==> src/rtl/retire_unit_if.sv <==
// rtl/retire_unit_if.sv - ROB head, completion and retire bundle for retire_unit
interface retire_unit_if #(
   parameter int DATA_WIDTH = 11,
   parameter int PUSH_WIDTH = 3,
   parameter int ELEMENTS   = 15
);
   localparam int IW = $clog2(ELEMENTS + 1);
   localparam int CW = $clog2(PUSH_WIDTH) + 1;

   logic [DATA_WIDTH*PUSH_WIDTH-1:0] head_data;
   logic [CW-1:0]                    head_valid_ct;
   logic [IW-1:0]                    head_idx;
   logic [CW-1:0]                    head_ready_ct;
   logic [IW*PUSH_WIDTH-1:0]         cmplt_tags;
   logic [CW-1:0]                    cmplt_valid_ct;
   logic [CW-1:0]                    cmplt_ready_ct;
   logic                             hold;
   logic [DATA_WIDTH*PUSH_WIDTH-1:0] retire_data;
   logic [CW-1:0]                    retire_valid_ct;
   logic [15:0]                      retire_count;

   modport master (
      output head_data, head_valid_ct, head_idx, cmplt_tags, cmplt_valid_ct, hold,
      input  head_ready_ct, cmplt_ready_ct, retire_data, retire_valid_ct, retire_count
   );

   modport slave (
      input  head_data, head_valid_ct, head_idx, cmplt_tags, cmplt_valid_ct, hold,
      output head_ready_ct, cmplt_ready_ct, retire_data, retire_valid_ct, retire_count
   );
endinterface

==> src/rtl/retire_unit.sv <==
// rtl/retire_unit.sv - in-order retirement of completed ROB head entries
module retire_unit #(
   parameter int DATA_WIDTH = 11,
   parameter int PUSH_WIDTH = 3,
   parameter int ELEMENTS   = 15
) (
   input  logic         clk,
   input  logic         rst_n,
   retire_unit_if.slave bus
);
   localparam int SLOTS = ELEMENTS + 1;
   localparam int IW    = $clog2(ELEMENTS + 1);
   localparam int CW    = $clog2(PUSH_WIDTH) + 1;

   logic [SLOTS-1:0]                 done;
   logic [SLOTS-1:0]                 done_nxt;
   logic [IW-1:0]                    slot [PUSH_WIDTH];
   logic [PUSH_WIDTH-1:0]            serial;
   logic [CW-1:0]                    head_lim;
   logic [CW-1:0]                    cmplt_lim;
   logic [CW-1:0]                    n;
   logic [DATA_WIDTH*PUSH_WIDTH-1:0] retire_nxt;
   logic [DATA_WIDTH*PUSH_WIDTH-1:0] retire_data_q;
   logic [CW-1:0]                    retire_valid_q;
   logic [15:0]                      retire_count_q;

   assign head_lim  = (int'(bus.head_valid_ct) > PUSH_WIDTH) ? CW'(PUSH_WIDTH) : bus.head_valid_ct;
   assign cmplt_lim = (int'(bus.cmplt_valid_ct) > PUSH_WIDTH) ? CW'(PUSH_WIDTH) : bus.cmplt_valid_ct;

   always_comb begin
      logic [IW:0] sum;
      sum = '0;
      for (int k = 0; k < PUSH_WIDTH; k++) begin
         sum = {1'b0, bus.head_idx} + (IW+1)'(k);
         if (sum >= (IW+1)'(SLOTS))
            sum = sum - (IW+1)'(SLOTS);
         slot[k]   = sum[IW-1:0];
         serial[k] = bus.head_data[k*DATA_WIDTH + DATA_WIDTH-1];
      end
   end

   // A serializing entry always retires alone: it blocks younger lanes and
   // cannot join older ones.
   always_comb begin
      logic run;
      run = rst_n && !bus.hold;
      n   = '0;
      for (int k = 0; k < PUSH_WIDTH; k++) begin
         if (run && k < int'(head_lim) && done[slot[k]] &&
             (k == 0 || (!serial[k] && !serial[0])))
            n = CW'(k + 1);
         else
            run = 1'b0;
      end
   end

   // Clear is applied after set so a stale report for a leaving entry is dropped.
   always_comb begin
      done_nxt   = done;
      retire_nxt = '0;
      for (int i = 0; i < PUSH_WIDTH; i++)
         if (i < int'(cmplt_lim) && int'(bus.cmplt_tags[i*IW +: IW]) <= ELEMENTS)
            done_nxt[bus.cmplt_tags[i*IW +: IW]] = 1'b1;
      for (int k = 0; k < PUSH_WIDTH; k++)
         if (k < int'(n)) begin
            done_nxt[slot[k]] = 1'b0;
            retire_nxt[k*DATA_WIDTH +: DATA_WIDTH] = bus.head_data[k*DATA_WIDTH +: DATA_WIDTH];
         end
   end

   always_ff @(posedge clk or negedge rst_n) begin
      if (!rst_n) begin
         done           <= '0;
         retire_data_q  <= '0;
         retire_valid_q <= '0;
         retire_count_q <= '0;
      end else begin
         done           <= done_nxt;
         retire_data_q  <= retire_nxt;
         retire_valid_q <= n;
         retire_count_q <= retire_count_q + 16'(n);
      end
   end

   assign bus.head_ready_ct   = n;
   assign bus.cmplt_ready_ct  = CW'(PUSH_WIDTH);
   assign bus.retire_data     = retire_data_q;
   assign bus.retire_valid_ct = retire_valid_q;
   assign bus.retire_count    = retire_count_q;
endmodule

==> src/flat_wrapper.sv <==
// flat-port wrapper written by rule: the top's interface ports become plain ports
module retire_unit_flat 
#(
   parameter int DATA_WIDTH = 11,
   parameter int PUSH_WIDTH = 3,
   parameter int ELEMENTS   = 15
)
  (clk, rst_n, bus_head_data, bus_head_valid_ct, bus_head_idx, bus_cmplt_tags, bus_cmplt_valid_ct, bus_hold, bus_head_ready_ct, bus_cmplt_ready_ct, bus_retire_data, bus_retire_valid_ct, bus_retire_count);
  retire_unit_if #(.DATA_WIDTH(DATA_WIDTH), .PUSH_WIDTH(PUSH_WIDTH), .ELEMENTS(ELEMENTS)) bus_i ();
  input  logic clk;
  input  logic rst_n;
  input wire logic [$bits(bus_i.head_data)-1:0] bus_head_data;
  input wire logic [$bits(bus_i.head_valid_ct)-1:0] bus_head_valid_ct;
  input wire logic [$bits(bus_i.head_idx)-1:0] bus_head_idx;
  input wire logic [$bits(bus_i.cmplt_tags)-1:0] bus_cmplt_tags;
  input wire logic [$bits(bus_i.cmplt_valid_ct)-1:0] bus_cmplt_valid_ct;
  input wire logic [$bits(bus_i.hold)-1:0] bus_hold;
  output wire logic [$bits(bus_i.head_ready_ct)-1:0] bus_head_ready_ct;
  output wire logic [$bits(bus_i.cmplt_ready_ct)-1:0] bus_cmplt_ready_ct;
  output wire logic [$bits(bus_i.retire_data)-1:0] bus_retire_data;
  output wire logic [$bits(bus_i.retire_valid_ct)-1:0] bus_retire_valid_ct;
  output wire logic [$bits(bus_i.retire_count)-1:0] bus_retire_count;
  assign bus_i.head_data = bus_head_data;
  assign bus_i.head_valid_ct = bus_head_valid_ct;
  assign bus_i.head_idx = bus_head_idx;
  assign bus_i.cmplt_tags = bus_cmplt_tags;
  assign bus_i.cmplt_valid_ct = bus_cmplt_valid_ct;
  assign bus_i.hold = bus_hold;
  assign bus_head_ready_ct = bus_i.head_ready_ct;
  assign bus_cmplt_ready_ct = bus_i.cmplt_ready_ct;
  assign bus_retire_data = bus_i.retire_data;
  assign bus_retire_valid_ct = bus_i.retire_valid_ct;
  assign bus_retire_count = bus_i.retire_count;
  retire_unit #(.DATA_WIDTH(DATA_WIDTH), .PUSH_WIDTH(PUSH_WIDTH), .ELEMENTS(ELEMENTS)) u_core (.clk(clk), .rst_n(rst_n), .bus(bus_i));
endmodule
==> config.mk <==
export PLATFORM = sky130hd
export DESIGN_NAME = retire_unit_flat
export DESIGN_NICKNAME = d
export VERILOG_FILES = /design/src/rtl/retire_unit_if.sv /design/src/rtl/retire_unit.sv /design/src/flat_wrapper.sv
export SDC_FILE = /design/constraint.sdc
export NUM_CORES = 1
export LEC_CHECK = 0
export BUFFER_PORTS_ARGS = -buffer_cell sky130_fd_sc_hd__buf_4
export CORE_MARGIN = 2
export CORE_UTILIZATION = 25
export DETAILED_ROUTE_END_ITERATION = 12
export GPL_ROUTABILITY_DRIVEN = 0
export MAX_ROUTING_LAYER = met4
export PLACE_DENSITY = 0.56
export SKIP_CTS_REPAIR_TIMING = 1
export SYNTH_ARGS = -nofsm -noshare
export SYNTH_HDL_FRONTEND = slang
export SYNTH_SLANG_ARGS = --single-unit
==> constraint.sdc <==
create_clock -name clk -period 4.9 [get_ports clk]
set_clock_uncertainty 0.1 [all_clocks]
set_input_delay 1.47 -clock clk [delete_from_list [all_inputs] [get_ports clk]]
set_output_delay 1.47 -clock clk [all_outputs]
set_load 0.02 [all_outputs]
==> impl_metrics.tcl, run 1 <==
set metrics [dict create \
    wire_per_inst_um 18.3 \
    route.detailed.drc 0 \
    grt_overflow 0 \
    cts-root-buf "clkbuf_16" \
    crit_type "in -> out" \
    ir_drop_mv 0.147 \
    outcome "finished, final reports clean" \
    worst_hold_slack_ns 0.395 \
    synth_cell_types 57 \
    period_minus_slack_ns 4.80 \
    multi_input_area_um2 2110 \
    synth_edf_count 0 \
    grt_pass1_wl_um 19000 \
    finalCritPeriodShare 0.980 \
    cp_max_fo 12 \
    worstSkewPairLatency_ns 0.33 \
    wl_um 12400 \
    timing.final.hold_violations 0 \
    power_density_nw_per_um2 317 \
    fin_nets 550 \
    n_antenna_cell 0 \
    boundaryPins 116 \
    synth_top_family_by_area "simple AND/OR/NAND/NOR gates" \
    viasPerCell 5.17 \
    worstPathRequired_ns 3.33 \
    yosysWarnings 0 \
    reg2reg_from "u_core.done[15]$_DFF_PN0_" \
    synth.top_cell.area_share 0.430 \
    min-delay-start "u_core.bus.retire_count[13]$_DFF_PN0_" \
    grt_pass1_vias 3388 \
    place_ws_ns 0.0519 \
    core_um2 15200 \
    synth-compound-area-share 0.161 \
    track_usage 0.154 \
    synthXorXnorAreaFrac 0.0447 \
    area_delta_synth_final_pct 35.3 \
    path_clk_slew_ns 0.06 \
    synth.top_cells.by_area "dfrtp_1 43%, and2_1 5.8%, mux4_2 4.6%" \
    p_int_mw 1.15 \
    synth_mux_area_frac 0.0781 \
    power_frac_seq 0.397 \
    drv_cap 0 \
    stdcell_count 677 \
    port_buffers 110 \
    cp-startpoint "bus_head_idx[1]" \
    synth_simple_gate_area_share 0.215 \
    dp_cells 659 \
    regArea_um2 1680 \
    cp-end-kind "output port" \
    p_switching_uw 526 \
    crit_arrival_ns 3.23 \
    finalSetupViolCount 0 \
    worst_slew_pin_slew_ns 0.974 \
    fp-row-count 45 \
    antenna_found_initial 0 \
    die_h_um 129 \
    clkSinkCount 67 \
    cts_buffer_depth 2 \
    max-slew-margin-rel 0.346 \
    synth-main-ff-cell "dfrtp_1" \
    synth_seq_area_share 0.430 \
    firstDrtPassIters 6 \
    leakage_nw 2.30 \
    hold_path.class "reg -> reg" \
    fp.dieArea_um2 16600 \
    synth.largest_area_cell "dfrtp_1" \
    swShare 0.315 \
    vias 3500 \
    synth_adder_area_share 0.0276 \
    syn_avg_cell_area_um2 10.7 \
    cts_tree "done" \
    cts_buffers 9 \
    die_w_um 129 \
    grt_max_degree 68 \
    yosysMostFrequentCell "dfrtp_1" \
    synth_seq_cells 67 \
    syn_inst 365 \
    synth_area_um2 3890 \
    p_clk_frac 0.370 \
    slew_violations 0 \
    layout_setup_ws_ns 0.0982 \
    p_comb_frac 0.233 \
    fillCellCount 1548 \
    ant_nets 0 \
    synthArstFlopShare 1.00 \
    hpwl_um 9280 \
    synth_top_cells_by_count "67 x dfrtp_1, 36 x and2_1, 31 x nand2_1" \
    drt-initial-drc-count 383 \
    max_freq_mhz 208 \
    drive_gt1_frac 0.348 \
    start_util 0.256 \
    crit_path_start_kind "primary input" \
    htree_num_levels 3 \
]
## logic make-up after synthesis
family | after synthesis
AND/OR/NAND/NOR | 146
AO/OA/AOI/OAI | 75
flip-flops | 67
buffers and inverters | 28
multiplexers | 20
XOR/XNOR | 19
adder cells (fa/ha/maj) | 8
other | 2
## layout make-up
cell class | count | area share
Clock buffer | 11 | 0.0479
Clock inverter | 5 | 0.00688
Inverter | 7 | 0.00498
Multi-Input combinational cell | 275 | 0.399
Sequential cell | 67 | 0.318
Tap cell | 188 | 0.0446
Timing Repair Buffer | 124 | 0.178
## path summary, 6_finish.rpt
| check | to | slack (ns) | depth (start not counted) |
|---|---|---|---|
| max | bus_head_ready_ct[0] | 0.1 | 10 |
| min | u_core.bus.retire_count[13]$_DFF_PN0_ | 0.39 | 1 |
| max reg2reg | u_core.bus.retire_count[15]$_DFF_PN0_ | 1.77 | 13 |
| min reg2reg | u_core.bus.retire_count[13]$_DFF_PN0_ | 0.39 | 1 |
| max in group asynchronous | u_core.bus.retire_data[23]$_DFF_PN0_ | 2.86 | 2 |
| min in group asynchronous | u_core.bus.retire_data[12]$_DFF_PN0_ | 1.27 | 2 |
## through the flow
step | cell area [um2] | power, mW | TNS (ns) | utilization
finish | 5270 | 1.67 | 0 | 0.347
global route | 5270 | 1.75 | -0.00245 | 0.347
CTS | 5240 | 1.68 | 0 | 0.345
detailed placement | 4950 | 1.05 | 0 | 0.326
global placement | 4950 | 1.05 | 0 | 0.326
floorplan | 3940 | 0.870 | 0 | -
## power by group through the flow
| stage | Combinational (mW) | Clock (mW) | Sequential (mW) |
|---|---|---|---|
| after floorplan | 0.190 | 0 | 0.681 |
| after global placement | 0.378 | 0 | 0.669 |
| after detailed placement | 0.381 | 0 | 0.669 |
| after CTS | 0.383 | 0.634 | 0.660 |
| after global routing | 0.423 | 0.656 | 0.669 |
| final | 0.390 | 0.618 | 0.663 |
## sequential cells by signal, indices dropped and copies added (netlist names)
name,flops
u_core.bus.retire_data,33
u_core.bus.retire_count,16
u_core.bus.retire_valid_ct,2
u_core.done,16
## critical path: stages
cell	delay, ns
buf_4	0.16
inv_1	0.10
ha_4	0.30
mux4_2	0.32
mux2i_1	0.17
mux2i_1	0.14
o21ai_2	0.10
inv_2	0.11
a21boi_4	0.21
buf_6	0.15
## cells in the final DEF, fill, tap and decap left out, types with 7 or more instances in the layout
| master | count |
|---|---|
| dfrtp_1 | 67 |
| mux2i_1 | 9 |
| o21ai_0 | 9 |
| buf_4 | 122 |
| a41oi_1 | 9 |
| a21oi_1 | 7 |
| conb_1 | 7 |
| nor2b_1 | 10 |
| xnor2_1 | 11 |
| a32oi_1 | 9 |
| nand2_1 | 31 |
| nand3_1 | 20 |
| mux4_2 | 8 |
| clkbuf_16 | 9 |
| nor3_1 | 8 |
| and2_1 | 36 |
| xor2_1 | 7 |
| nor2_1 | 14 |
| a221oi_1 | 12 |
## per-layer routing
layer  routed length, um  GRT usage  up-vias
li1                    -          -     1574
met2                5450      0.225      224
met3                1430     0.0486       32
met4                 258     0.0543        0
met5                   0          -        -
met1                5220      0.201     1670
No activity file was read; power rests on OpenSTA's default activity.
==> inputs of run 2 (changes only) <==
Settings changed: CORE_UTILIZATION 25 to 35, PLACE_DENSITY 0.56 to 0.69.
==> run 2 against run 1 <==
  * Flip-flop and latch count did not move
  * Sequential power hardly changed
  * Final cell count is 6.6% lower
  * Worst hold slack got worse by 0.0074 ns
==> impl_metrics.tcl, run 2 (synthesized netlist as in run 1, its figures left out) <==
set metrics [dict create \
    htree_num_levels 3 \
    min_path_cells 1 \
    n_antenna_cell 0 \
    slew_violations 0 \
    outcome "finished, final reports clean" \
    leakage_nw 2.28 \
    largest_register_ffs 33 \
    rrSetupSlack_ns 1.82 \
    hold_path.class "reg -> reg" \
    cts_tree "done" \
    final_util 0.477 \
    power_density_nw_per_um2 292 \
    drv_cap 0 \
    path_clk_slew_ns 0.08 \
    worstSkewPairLatency_ns 0.33 \
    cp_max_fo 10 \
    viasPerCell 5.56 \
    clkSinkCount 67 \
    start_util 0.359 \
    fp-row-count 38 \
    finalSetupViolCount 0 \
    cts_buffer_depth 2 \
    route.detailed.drc 0 \
    max-slew-margin-rel 0.445 \
    grt_pass1_vias 3363 \
    cts-root-buf "clkbuf_8" \
    period_minus_slack_ns 4.80 \
    cts_buffers 9 \
    ir_drop_mv 0.139 \
    timing.final.hold_violations 0 \
    vias 3511 \
    drt-initial-drc-count 343 \
    min-delay-start "u_core.bus.retire_count[15]$_DFF_PN0_" \
    fin_setup_tns_ns 0 \
    finalCritPeriodShare 0.979 \
    regArea_um2 1680 \
    antenna_found_initial 0 \
    fillCellCount 1018 \
    crit_arrival_ns 3.23 \
    core_um2 10800 \
    wl_um 11400 \
    hpwl_um 8790 \
    fin_nets 553 \
    multi_input_area_um2 2140 \
    crit_type "in -> out" \
    grt_pass1_wl_um 17500 \
    port_buffers 110 \
    r2r_cells 13 \
    die_w_um 109 \
    drive_gt1_frac 0.354 \
    r2r_end "u_core.bus.retire_count[15]$_DFF_PN0_" \
    firstDrtPassIters 7 \
    grt_overflow 0 \
    area_delta_synth_final_pct 32.7 \
    grt_max_degree 68 \
    worst_slew_pin_slew_ns 0.832 \
    max_freq_mhz 208 \
    cp-end-kind "output port" \
    track_usage 0.199 \
    worstPathRequired_ns 3.33 \
    final_cell_mix "127 x buf_4, 67 x dfrtp_1, 36 x and2_1" \
    fp.dieArea_um2 12000 \
    reg2reg_from "u_core.done[5]$_DFF_PN0_" \
    min_to "u_core.bus.retire_count[15]$_DFF_PN0_" \
    ant_nets 0 \
    die_h_um 109 \
    final_common_cell "buf_4" \
    wire_per_inst_um 18.1 \
    crit_path_start_kind "primary input" \
    rsz0062_at_grt "false" \
    boundaryPins 116 \
]
-- run 2: changes by cell type in the layout (fill, tap and decap cells not counted), sizes merged --
cell / delta
clkinvlp: -2
clkinv: +2
inv: -1
bufinv: +1
buf: +3
-- run 2: metal layers --
| layer | vias up | routed length, um | track usage |
|---|---|---|---|
| li1 | 1579 | - | - |
| met1 | 1625 | 4560 | 0.258 |
| met2 | 264 | 4990 | 0.294 |
| met3 | 43 | 1500 | 0.0563 |
| met4 | 0 | 378 | 0.0787 |
| met5 | - | 0 | - |
-- run 2: cell type report --
cell class	instances	share of cell area
clock buffers	11	0.0273
clock inverters	5	0.0102
inverters	7	0.00508
multi-input cells	275	0.415
flip-flops and latches	67	0.324
well taps	140	0.0339
repair buffers	127	0.184
-- run 2: metrics by stage --
| stage | hold WS (ns) | cells | total power, mW | setup WS [ns] | instance area [um2] |
|---|---|---|---|---|---|
| after detailed placement | 0.379 | 616 | 1.05 | 0.0327 | 4930 |
| after floorplan | 0.482 | 370 | 0.870 | 0.0501 | 3940 |
| after global routing | 0.438 | 632 | 1.59 | 0.0188 | 5170 |
| after CTS | 0.389 | 632 | 1.52 | 0.0174 | 5120 |
| after global placement | 0.370 | 616 | 1.04 | 0.105 | 4930 |
| final | 0.387 | 632 | 1.51 | 0.104 | 5170 |
-- run 2: worst max-delay path by stage --
| stage | from | endpoint | slack (ns) | cells after the start |
|---|---|---|---|---|
| 2_1_floorplan | bus_head_idx[0] | bus_head_ready_ct[0] | 0.05 | 11 |
| 3_3_place_gp | bus_head_idx[0] | bus_head_ready_ct[0] | 0.10 | 9 |
| 3_5_place_dp | bus_head_idx[0] | bus_head_ready_ct[0] | 0.03 | 9 |
| 4_1_cts | bus_head_idx[0] | bus_head_ready_ct[0] | 0.02 | 9 |
| 5_1_grt | bus_head_idx[0] | bus_head_ready_ct[0] | 0.02 | 10 |
| 6_report | bus_head_idx[0] | bus_head_ready_ct[0] | 0.10 | 9 |
-- run 2: report_power, final --
| part | internal (mW) | leakage, nW | switching (mW) |
|---|---|---|---|
| clock | 0.246 | 0.0991 | 0.207 |
| sequential | 0.599 | 0.839 | 0.0630 |
| combinational | 0.179 | 1.34 | 0.215 |
| total | 1.02 | 2.28 | 0.485 |
-- run 2: worst max-delay path, stage by stage --
cell and delay, ns:
buf_4 0.17, ha_1 0.23, xnor2_1 0.38, mux2i_1 0.27, mux2i_2 0.12, o21ai_4 0.12, inv_2 0.10, a21boi_4 0.19
buf_4 0.17
==> inputs of run 3 (changes only) <==
Settings changed: PLACE_DENSITY 0.69 to unset.
==> run 3 against run 2 <==
  * Final cell count up 0.63%
  * Setup slack better by 0.065 ns
  * Register-to-register slack worse by 0.08 ns
  * First-iteration DRC count up 10%
  * Critical path type unchanged
  * Largest cell class unchanged
  * Highest routed layer unchanged
==> impl_metrics.tcl, run 3 (synthesized netlist as in run 1, its figures left out) <==
set metrics [dict create \
    route.detailed.drc 0 \
    timing.final.hold_violations 0 \
    ir_drop_mv 0.140 \
    drt-initial-drc-count 379 \
    swShare 0.315 \
    fin_nets 557 \
    max-slew-margin-rel 0.450 \
    clkSinkCount 67 \
    cp-end-kind "output port" \
    stdcell_area_um2 5200 \
    fp-row-count 38 \
    grt_pass1_wl_um 17600 \
    die_w_um 109 \
    rsz0062_at_grt "false" \
    hpwl_um 8770 \
    drive_gt1_frac 0.357 \
    finalCritPeriodShare 0.966 \
    cts-root-buf "clkbuf_8" \
    slew_violations 0 \
    cp_max_fo 13 \
    start_util 0.359 \
    ant_nets 0 \
    cts_tree "done" \
    wire_per_inst_um 18.1 \
    cts_buffers 9 \
    core_um2 10800 \
    area_delta_synth_final_pct 33.4 \
    stdcell_count 636 \
    placed_area_um2 4950 \
    worstSkewPairLatency_ns 0.34 \
    finalSetupViolCount 0 \
    viasPerCell 5.57 \
    grt_overflow 0 \
    power_mw 1.58 \
    crit_type "in -> out" \
    cts_buffer_depth 2 \
    die_h_um 109 \
    worst_slew_pin_slew_ns 0.819 \
    drv_cap 0 \
    p_comb_frac 0.249 \
    worstPathRequired_ns 3.33 \
    path_clk_slew_ns 0.08 \
    p_switching_uw 497 \
    p_int_mw 1.08 \
    boundaryPins 116 \
    grt_max_degree 68 \
    final_cell_mix "130 x buf_4, 67 x dfrtp_1, 36 x and2_1" \
    power_density_nw_per_um2 304 \
    p_clk_frac 0.332 \
    power_frac_seq 0.418 \
    hold_path.class "reg -> reg" \
    dp_cells 619 \
    port_buffers 110 \
    htree_num_levels 3 \
    max_freq_mhz 211 \
    outcome "finished, final reports clean" \
    final_common_cell "buf_4" \
    period_minus_slack_ns 4.73 \
    leakage_nw 2.31 \
    firstDrtPassIters 5 \
    wl_um 11500 \
    crit_arrival_ns 3.16 \
    track_usage 0.200 \
    crit_path_start_kind "primary input" \
    largest_register_ffs 33 \
    antenna_found_initial 0 \
    vias 3541 \
    fp.dieArea_um2 12000 \
    grt_pass1_vias 3302 \
    fin_setup_tns_ns 0 \
    n_antenna_cell 0 \
]
-- run 3: cell types whose count changed in the layout (fill, tap and decap cells not counted), moves of 2 or more --
cell / delta
clkinv_2: -3
mux2i_2: -2
buf_4: +3
mux2i_1: +2
inv_6: +3
-- run 3: worst max-delay path, stage by stage --
cell and delay [ns]:
buf_6 0.14, inv_2 0.09, ha_4 0.29, mux4_2 0.32
mux2i_1 0.16, mux2i_1 0.11, o21ai_2 0.13, inv_2 0.10
a21boi_4 0.18, buf_4 0.17
-- run 3: worst paths after layout --
check | start | to | slack, ns | depth (start not counted)
worst max-delay path | bus_head_idx[0] | bus_head_ready_ct[0] | 0.17 | 10
worst min-delay path | u_core.bus.retire_count[15]$_DFF_PN0_ | u_core.bus.retire_count[15]$_DFF_PN0_ | 0.37 | 1
worst max register to register | u_core.done[11]$_DFF_PN0_ | u_core.bus.retire_count[15]$_DFF_PN0_ | 1.74 | 13
worst min register to register | u_core.bus.retire_count[15]$_DFF_PN0_ | u_core.bus.retire_count[15]$_DFF_PN0_ | 0.37 | 1
max in group asynchronous | rst_n | u_core.bus.retire_data[11]$_DFF_PN0_ | 2.91 | 2
min in group asynchronous | rst_n | u_core.bus.retire_data[15]$_DFF_PN0_ | 1.24 | 2
-- run 3: routing by layer --
metal / part of all wire / up-vias / track usage
li1: - / 1588 / -
met1: 0.41 / 1668 / 0.256
met2: 0.44 / 230 / 0.302
met3: 0.11 / 55 / 0.0373
met4: 0.042 / 0 / 0.102
met5: 0 / - / -
-- run 3: cell type report --
type                            count  area, um2
Clock inverter                      6       93.8
Multi-Input combinational cell    275       2100
Clock buffer                       10        138
Tap cell                          140        175
Sequential cell                    67       1680
Inverter                            7       26.3
Timing Repair Buffer              131        987
Fill cell                        1013       5640
-- run 3: through the flow --
step / hold WS (ns) / setup slack, ns / util
after global placement: 0.372 / 0.105 / 0.457
after global routing: 0.392 / 0.0222 / 0.479
after CTS: 0.380 / 0.0741 / 0.478
final: 0.373 / 0.168 / 0.479
after floorplan: 0.482 / 0.0501 / -
after detailed placement: 0.366 / 0.0752 / 0.457
-- run 3: power groups by stage --
stage / clock network (mW) / registers (mW) / logic [mW]
floorplan: 0 / 0.681 / 0.190
detailed placement: 0 / 0.669 / 0.389
CTS: 0.539 / 0.659 / 0.392
finish: 0.526 / 0.661 / 0.394
global route: 0.564 / 0.664 / 0.425
global placement: 0 / 0.669 / 0.385
